==> config.mk <==
export PLATFORM = sky130hd
export DESIGN_NAME = cdc_word_rx_flat
export DESIGN_NICKNAME = d
export VERILOG_FILES = /design/src/rtl/cdc_word_rx_pkg.sv /design/src/rtl/cdc_word_rx_if.sv /design/src/rtl/cdc_word_rx_sync.sv /design/src/rtl/cdc_word_rx.sv /design/src/flat_wrapper.sv
export SDC_FILE = /design/constraint.sdc
export NUM_CORES = 1
export LEC_CHECK = 0
export CAP_MARGIN = 10
export CORE_MARGIN = 2
export CORE_UTILIZATION = 40
export CTS_BUF_LIST = sky130_fd_sc_hd__clkbuf_8
export DETAILED_ROUTE_END_ITERATION = 8
export HOLD_SLACK_MARGIN = 0.1
export PLACE_DENSITY = 0.77
export SLEW_MARGIN = 10
export SYNTH_ARGS = -nofsm -noshare
export SYNTH_HDL_FRONTEND = slang
export SYNTH_HIERARCHICAL = 1
export SYNTH_SLANG_ARGS = --single-unit
export TNS_END_PERCENT = 50
==> constraint.sdc <==
create_clock -name clk -period 4.2 [get_ports clk]
set_input_delay 0.63 -clock clk [delete_from_list [all_inputs] [get_ports clk]]
set_output_delay 0.63 -clock clk [all_outputs]
set_load 0.01 [all_outputs]
==> src/rtl/cdc_word_rx_pkg.sv <==
// Shared definitions for the clk-domain side of the 4-phase req/ack word transfer.
// State encodings are kept as plain 2-bit constants so a future transmitter can share them.
package cdc_word_rx_pkg;

  localparam logic [1:0] S_FLUSH = 2'd0;
  localparam logic [1:0] S_IDLE  = 2'd1;
  localparam logic [1:0] S_WAIT  = 2'd2;

  // Width needed to count from 0 up to and including the timeout limit.
  function automatic int tcnt_width(input int timeout);
    if (timeout < 1) return 1;
    return $clog2(timeout + 1);
  endfunction

  typedef struct packed {
    logic [1:0] state;
    logic       req_s;
    logic       primed;
  } rx_dbg_t;

endpackage

==> src/rtl/cdc_word_rx_if.sv <==
// Bundle of the foreign-side req/ack/data lines and the local valid/ready output stream.
// Stream rule: a word moves on any clk edge where out_valid && out_ready; once raised,
// out_valid and out_data hold steady until that edge, and out_valid never waits on out_ready.
interface cdc_word_rx_if #(
  parameter int W = 32
);
  logic         async_req;
  logic [W-1:0] async_data;
  logic         async_ack;
  logic [W-1:0] out_data;
  logic         out_valid;
  logic         out_ready;

  modport master (
    output async_req, async_data, out_ready,
    input  async_ack, out_data, out_valid
  );

  modport slave (
    input  async_req, async_data, out_ready,
    output async_ack, out_data, out_valid
  );
endinterface

==> src/rtl/cdc_word_rx_sync.sv <==
// Multi-flop synchronizer for level signals arriving from another clock domain.
// Every stage clears on reset, so q reads 0 until NSYNC edges after reset release.
module cdc_word_rx_sync #(
  parameter int NOUT  = 1,
  parameter int NSYNC = 2
) (
  input  logic            clk,
  input  logic            reset,
  input  logic [NOUT-1:0] d,
  output logic [NOUT-1:0] q
);

  logic [NOUT-1:0] chain [NSYNC];

  always_ff @(posedge clk) begin
    if (reset) begin
      for (int i = 0; i < NSYNC; i++) chain[i] <= '0;
    end else begin
      chain[0] <= d;
      for (int i = 1; i < NSYNC; i++) chain[i] <= chain[i-1];
    end
  end

  assign q = chain[NSYNC-1];

endmodule

==> src/rtl/cdc_word_rx.sv <==
// Receive controller: synchronizes async_req, captures async_data on the capture edge,
// answers with a level ack and presents the word on a valid/ready stream.
module cdc_word_rx
  import cdc_word_rx_pkg::*;
#(
  parameter int W       = 32,
  parameter int NSYNC   = 2,
  parameter int TIMEOUT = 1023,
  parameter int CNTW    = 16
) (
  input  logic            clk,
  input  logic            reset,
  cdc_word_rx_if.slave    bus,
  output logic            busy,
  output logic            err_timeout,
  input  logic            err_clr,
  output logic [CNTW-1:0] xfer_cnt,
  output rx_dbg_t         dbg
);

  localparam int             TW     = tcnt_width(TIMEOUT);
  localparam logic [TW-1:0]  T_MAX  = TW'(TIMEOUT);
  localparam logic [TW-1:0]  T_LAST = TW'(TIMEOUT - 1);

  logic [1:0]       state;
  logic             req_s;
  logic [NSYNC-1:0] prime;
  logic [TW-1:0]    tcnt;
  logic             ack_q;
  logic             valid_q;
  logic [W-1:0]     data_q;
  logic             err_q;
  logic [CNTW-1:0]  cnt_q;

  logic buf_free;
  logic capture;
  logic to_set;

  cdc_word_rx_sync #(.NOUT(1), .NSYNC(NSYNC)) u_req_sync (
    .clk   (clk),
    .reset (reset),
    .d     (bus.async_req),
    .q     (req_s)
  );

  // A word may be taken in the same cycle the previous one drains.
  assign buf_free = !valid_q || bus.out_ready;
  assign capture  = (state == S_IDLE) && req_s && buf_free;
  assign to_set   = (state == S_WAIT) && req_s && (tcnt == T_LAST);

  always_ff @(posedge clk) begin
    if (reset) begin
      state   <= S_FLUSH;
      prime   <= '0;
      tcnt    <= '0;
      ack_q   <= 1'b0;
      valid_q <= 1'b0;
      data_q  <= '0;
      err_q   <= 1'b0;
      cnt_q   <= '0;
    end else begin
      // Ones walk through prime in step with the cleared sync chain; once the top bit
      // is set, req_s reflects the real async_req rather than its reset value.
      prime <= {prime[NSYNC-2:0], 1'b1};

      if (capture) begin
        data_q  <= bus.async_data;
        valid_q <= 1'b1;
        cnt_q   <= cnt_q + 1'b1;
      end else if (bus.out_ready) begin
        valid_q <= 1'b0;
      end

      if (to_set)       err_q <= 1'b1;
      else if (err_clr) err_q <= 1'b0;

      case (state)
        // A req that survived a reset must drop before anything is captured again.
        S_FLUSH: if (prime[NSYNC-1] && !req_s) state <= S_IDLE;
        S_IDLE: begin
          if (capture) begin
            ack_q <= 1'b1;
            state <= S_WAIT;
          end
        end
        S_WAIT: begin
          if (!req_s) begin
            ack_q <= 1'b0;
            tcnt  <= '0;
            state <= S_IDLE;
          end else if (tcnt != T_MAX) begin
            tcnt <= tcnt + 1'b1;
          end
        end
        default: state <= S_FLUSH;
      endcase
    end
  end

  assign bus.async_ack = ack_q;
  assign bus.out_valid = valid_q;
  assign bus.out_data  = data_q;
  assign busy          = (state != S_IDLE);
  assign err_timeout   = err_q;
  assign xfer_cnt      = cnt_q;
  assign dbg           = '{state: state, req_s: req_s, primed: prime[NSYNC-1]};

endmodule

==> src/flat_wrapper.sv <==
// flat-port wrapper written by rule: the top's interface ports become plain ports
module cdc_word_rx_flat import cdc_word_rx_pkg::*;
#(
  parameter int W       = 32,
  parameter int NSYNC   = 2,
  parameter int TIMEOUT = 1023,
  parameter int CNTW    = 16
)
  (clk, reset, busy, err_timeout, err_clr, xfer_cnt, dbg, bus_async_req, bus_async_data, bus_out_ready, bus_async_ack, bus_out_data, bus_out_valid);
  cdc_word_rx_if #(.W(W)) bus_i ();
  input  logic clk;
  input  logic reset;
  output logic busy;
  output logic err_timeout;
  input  logic err_clr;
  output logic [CNTW-1:0] xfer_cnt;
  output rx_dbg_t dbg;
  input wire logic [$bits(bus_i.async_req)-1:0] bus_async_req;
  input wire logic [$bits(bus_i.async_data)-1:0] bus_async_data;
  input wire logic [$bits(bus_i.out_ready)-1:0] bus_out_ready;
  output wire logic [$bits(bus_i.async_ack)-1:0] bus_async_ack;
  output wire logic [$bits(bus_i.out_data)-1:0] bus_out_data;
  output wire logic [$bits(bus_i.out_valid)-1:0] bus_out_valid;
  assign bus_i.async_req = bus_async_req;
  assign bus_i.async_data = bus_async_data;
  assign bus_i.out_ready = bus_out_ready;
  assign bus_async_ack = bus_i.async_ack;
  assign bus_out_data = bus_i.out_data;
  assign bus_out_valid = bus_i.out_valid;
  cdc_word_rx #(.W(W), .NSYNC(NSYNC), .TIMEOUT(TIMEOUT), .CNTW(CNTW)) u_core (.clk(clk), .reset(reset), .bus(bus_i), .busy(busy), .err_timeout(err_timeout), .err_clr(err_clr), .xfer_cnt(xfer_cnt), .dbg(dbg));
endmodule
# After elaboration in Yosys (flattened, before gate mapping)
# Memory sizes are Yosys's and may differ from the RTL's.
# Index checks and enable logic that the tools add are counted.
dict set report op_classes {
  n_addsub 2
  multipliers 0
  n_div 0
  magnitude_cmp 0
  eq_ne 9
  shift 0
  n_mux 19
  bitwise 2
  n_reduce_logical 15
}
# operator count
set ops {}
lappend ops {{$mux 10} 2}
lappend ops {{$add 16x1->16 const B} 1}
lappend ops {{$mux 1} 12}
lappend ops {{$add 10x1->10 const B} 1}
lappend ops {{$eq 10x10->1 const B} 1}
lappend ops {{$ne 10x10->1 const B} 1}
lappend ops {{$mux 2} 3}
lappend ops {{$ne 2x1->1 const B} 3}
lappend ops {{$pmux 2 s3} 1}
lappend ops {{$reduce_and 3->1} 2}
lappend ops {{$reduce_bool 2->1} 3}
lappend ops {{$logic_and 1x1->1} 5}
lappend ops {{$ne 2x2->1 const B} 2}
lappend ops {{$eq 2x1->1 const B} 1}
lappend ops {{$eq 2x2->1 const B} 1}
lappend ops {{$logic_not 1->1} 2}
lappend ops {{$logic_not 2->1} 1}
lappend ops {{$or 1x1->1} 2}
lappend ops {{$pmux 1 s2} 1}
lappend ops {{$reduce_and 2->1} 1}
lappend ops {{$logic_or 1x1->1} 1}
dict set report totals {
  register_bits 65
  latchBits 0
  mem_bits_rw 2
  romBits 0
  in_bits 37
  out_inout_bits 56
  elab_cells 57
  n_memories 1
}
# name depth width read_ports rd_clocked_by_memory_dff wr line
set mem_list {}
lappend mem_list {u_core.u_req_sync.chain 2 1 2 0 2 cdc_word_rx_sync.sv:13} ;# logic [NOUT-1:0] chain [NSYNC];

# Logic depth before layout (Yosys ltp)
dict set report depth {
  ltp_word 5
  depth_mapped 7
  ltp_nobuf 5
}

# Hierarchy
# Netlist, hierarchy kept.
# module instances cells_per_inst area_per_inst_um2 seq_area_each_um2
set modules_own_cells {}
lappend modules_own_cells {cdc_word_rx 1 319 2628.8 1301.2}
lappend modules_own_cells {cdc_word_rx_sync 1 4 52.6 40.0}

# Worst setup path after synthesis
# Ideal clock, no wire load.
dict set report synth_timing {
  path_kind {input to register}
  start {in bus_out_ready}
  end {reg u_core.cnt_q[15] (netlist: u_core/xfer_cnt[15])}
  setup_time_ps 70
  arrival_ps 2020
  required_time_ps 4130
  path_slack_ps 2110
  path_stages 6
  n_path_buf 2
  path_cell_list {nor2b_1 clkbuf_1 or4_1 buf_2 or4_1 a21oi_1}
}
dict set report synth_via {
  elab_chain_cells 2
}
# element line
set synth_rtl {}
lappend synth_rtl {{from (decl)} flat_wrapper.sv:20} ;# input wire logic [$bits(bus_i.out_ready)-1:0] bus_out_ready;
lappend synth_rtl {{$logic_or 1x1->1} cdc_word_rx.sv:47} ;# assign buf_free = !valid_q || bus.out_ready;
lappend synth_rtl {{$logic_and 1x1->1} cdc_word_rx.sv:48} ;# assign capture = (state == S_IDLE) && req_s && buf_free;
lappend synth_rtl {{to (signal assigned)} cdc_word_rx.sv:69} ;# cnt_q <= cnt_q + 1'b1;
lappend synth_rtl {{to (decl)} cdc_word_rx.sv:33} ;# logic [CNTW-1:0] cnt_q;
# No other way between the ends.
# A chain may end at the register's enable or synchronous reset.

# Final worst setup path
# Same ends and word-level chain as after synthesis.

==> reports/metrics.cfg <==
[clock_tree]
cts_buffers = 9
clkTransAtPathRegs_ns = 0.07
cts_tree = built
cts_resized = 0
cts-root-buf = clkbuf_8
cts_setup_buffers = 0
clk_latency_ns = 0.34
clock_path_buffers = 2
hold_buffers = 0
cts_max_level = 3
cts.sinks = 67

[global_routing]
grt_overflow = 0
grt_usage = 0.1842
grt_antenna_before_repair = 0
grt_pass1_vias = 2354
grt_pass1_wl_mm = 10.78
grt_max_degree = 62

[critical_path]
crit_top_cell = or4_1
cp_top_family = simple AND/OR/NAND/NOR gates
rr_startpoint = u_core/u_req_sync/chain[0][1]
cp-start-kind = input port
crit_chain = clkdlybuf4s50_1 > nor2b_1 > or4_1 > or4_1 > a21oi_1
cp_slowest_stage_delay_ns = 0.67
slowest_stage = or4_1
critPathCaptureType = flip-flop
critPathBufInv = 1
reg2reg_to = u_core/xfer_cnt[15]
worst-r2r-cell-count = 4
crit_fanout = 10
path_class = input port to flip-flop
cp.required_ns = 4.46
reg2reg_slack_ns = 2.03
arrival_ns = 2.54

[synth]
synth_warnings = 6
syn_area_sq_mm = 0.002681
synth-main-ff-cell = dfxtp_1
synthArstFlopShare = 0
synthCells = 323
syn_nets = 363
yosys.area.top_type = dfxtp_1
synth.area.top_cells = dfxtp_1 50%, nand2_1 10%, a21oi_1 9.5%, or3_1 2.8%, clkbuf_1 2.4%
synth_enable_flop_cells = 0
synth_top_area_frac = 0.5002
synth_most_common_cell = nand2_1
seq_area_frac_synth = 0.5002
synth_seq_cells = 67
synth.avg_cell_area_sq_um = 8.301
synth_cell_types = 37
ys_top_cells_by_count = 75 x nand2_1, 67 x dfxtp_1, 51 x a21oi_1

[timing]
layout_setup_ws_ns = 1.928
rsz0062_at_grt = false
hold_viol = 0
period_minus_slack_ns = 2.272
setup-violations-final = 0
fin_worst_skew_ns = 0.009875
fmax_mhz = 440.1
min_period_over_period = 0.5410
maxSlewViolCount = 0
fin_tns_setup_ns = 0
hold_slack_ns = 0.4339
slew_headroom = 0.5631
worst_slew_pin_slew_ns = 0.6485

[route]
routed_via_density = 5.207
finalWirelength_mm = 6.413
drt_drc_violations_left = 5
wl_per_cell_um = 13.14
drt_iter0_drc = 175
via_count = 2541
ant_nets = 0
dr.pass1.iters = 8

[floorplan]
coreArea_sq_mm = 0.006422
start_util = 0.4175
row_count = 29
dieHeight_um = 85.88
dieArea_sq_mm = 0.007375
fp.dieW_um = 85.88
boundaryPins = 93

[outcome]
failed_checks = design-rule violations
status = finished, violations left

[power_and_ir_drop]
fin_total_pwr_mw = 1.263
power_density_mw_per_mm2 = 330.3
irDropWorstVdd_mv = 0.1751
p_leak_nw = 1.264

[place]
portBuffers = 92
gp_congestion = 0.7948
dp_hpwl_mm = 4.322
dp_slack_ns = 1.590

[hold_path]
hp-start = u_core/u_req_sync/chain[0][0]
hold_class = flip-flop to flip-flop
worstHoldEndpoint = u_core/u_req_sync/chain[0][1]
holdPathStages = 1

[cells_and_area]
drive_above_1_share = 0.05109
area_growth_pct = 42.60
diodes = 0
nets = 448

[flow_run]
drv_cap = 0

==> layout by cell type (no fill, tap or decap), types with 2 or more instances in the layout <==
master	instances
xnor2_1	7
clkdlybuf4s50_1	91
or3_1	12
nor2b_1	4
a311oi_1	3
buf_4	3
clkbuf_8	12
nand3_1	10
nand3b_1	2
nor3_1	3
a31oi_1	3
nor2_1	11
nand2_1	75
nand4_1	4
dfxtp_1	67
o21ai_0	12
o31ai_1	2
a21oi_1	51
ha_1	3
or4_1	5
and4_1	4
nand2b_1	4
inv_1	6
==> where the power goes <==
group | switching (mW) | leakage, nW | total (mW) | internal (mW)
registers | 0.00553 | 0.541 | 0.647 | 0.642
logic | 0.0277 | 0.618 | 0.0744 | 0.0466
clock network | 0.226 | 0.104 | 0.541 | 0.315
total | 0.259 | 1.26 | 1.26 | 1.00
==> per-layer routing <==
layer,up-vias,track usage,wire length (um)
met5,-,0,0
met4,0,0.07937,81
met3,10,0.08470,509
met2,76,0.2840,2992
met1,1167,0.2208,2831
li1,1288,-,-
==> logic make-up (layout without fill, tap and decap cells) <==
family / Yosys count / count (layout) / synth area share
AND/OR/NAND/NOR: 141 / 141 / 0.2548
flip-flops: 67 / 67 / 0.5002
adder cells (fa/ha/maj): 3 / 3 / 0.01400
XOR/XNOR: 7 / 7 / 0.02287
buffers and inverters: 27 / 115 / 0.04386
AO/OA/AOI/OAI: 78 / 78 / 0.1643
==> metrics by stage <==
step	instances	utilization	area, sq um
5_1_grt	488	0.5954	3824
2_1_floorplan	323	-	2681
3_3_place_gp	474	0.5642	3623
6_report	488	0.5954	3824
4_1_cts	488	0.5954	3824
3_5_place_dp	474	0.5642	3623
==> sequential cells by signal, indices dropped and copies added, names as in the netlist <==
register and flops:
u_core/xfer_cnt 16, u_core/tcnt 10, u_core/prime 2, u_core/state 2
u_core/bus.async_ack 1, u_core/bus.out_data 32, u_core/bus.out_valid 1, u_core/err_timeout 1
u_core/u_req_sync/chain 2
==> worst reg2reg max path, stage by stage (launching register included) <==
cell and delay [ns]:
dfxtp_1 0.58, nand3b_4 0.18, or4_1 0.69, or4_1 0.51, a21oi_1 0.14
==> cell type report <==
class / count / area [sq um]
well taps: 77 / 96.34
fillers: 547 / 2599
repair buffers: 95 / 938.4
clock inverters: 2 / 35.03
inverters: 6 / 22.52
flip-flops and latches: 67 / 1341
clock buffers: 12 / 165.2
multi-input cells: 229 / 1225
==> worst max-delay path by stage <==
stage / slack (ns) / from / cells after the start / to
after floorplan: 2.11 / bus_out_ready / 6 / u_core/xfer_cnt[15]
after global placement: 1.61 / bus_out_ready / 5 / u_core/xfer_cnt[15]
after detailed placement: 1.59 / bus_out_ready / 5 / u_core/xfer_cnt[15]
after CTS: 1.95 / bus_out_ready / 5 / u_core/xfer_cnt[15]
after global routing: 1.88 / bus_out_ready / 5 / u_core/xfer_cnt[15]
final: 1.93 / bus_out_ready / 5 / u_core/xfer_cnt[15]
Power figures use the tool's default switching activity.
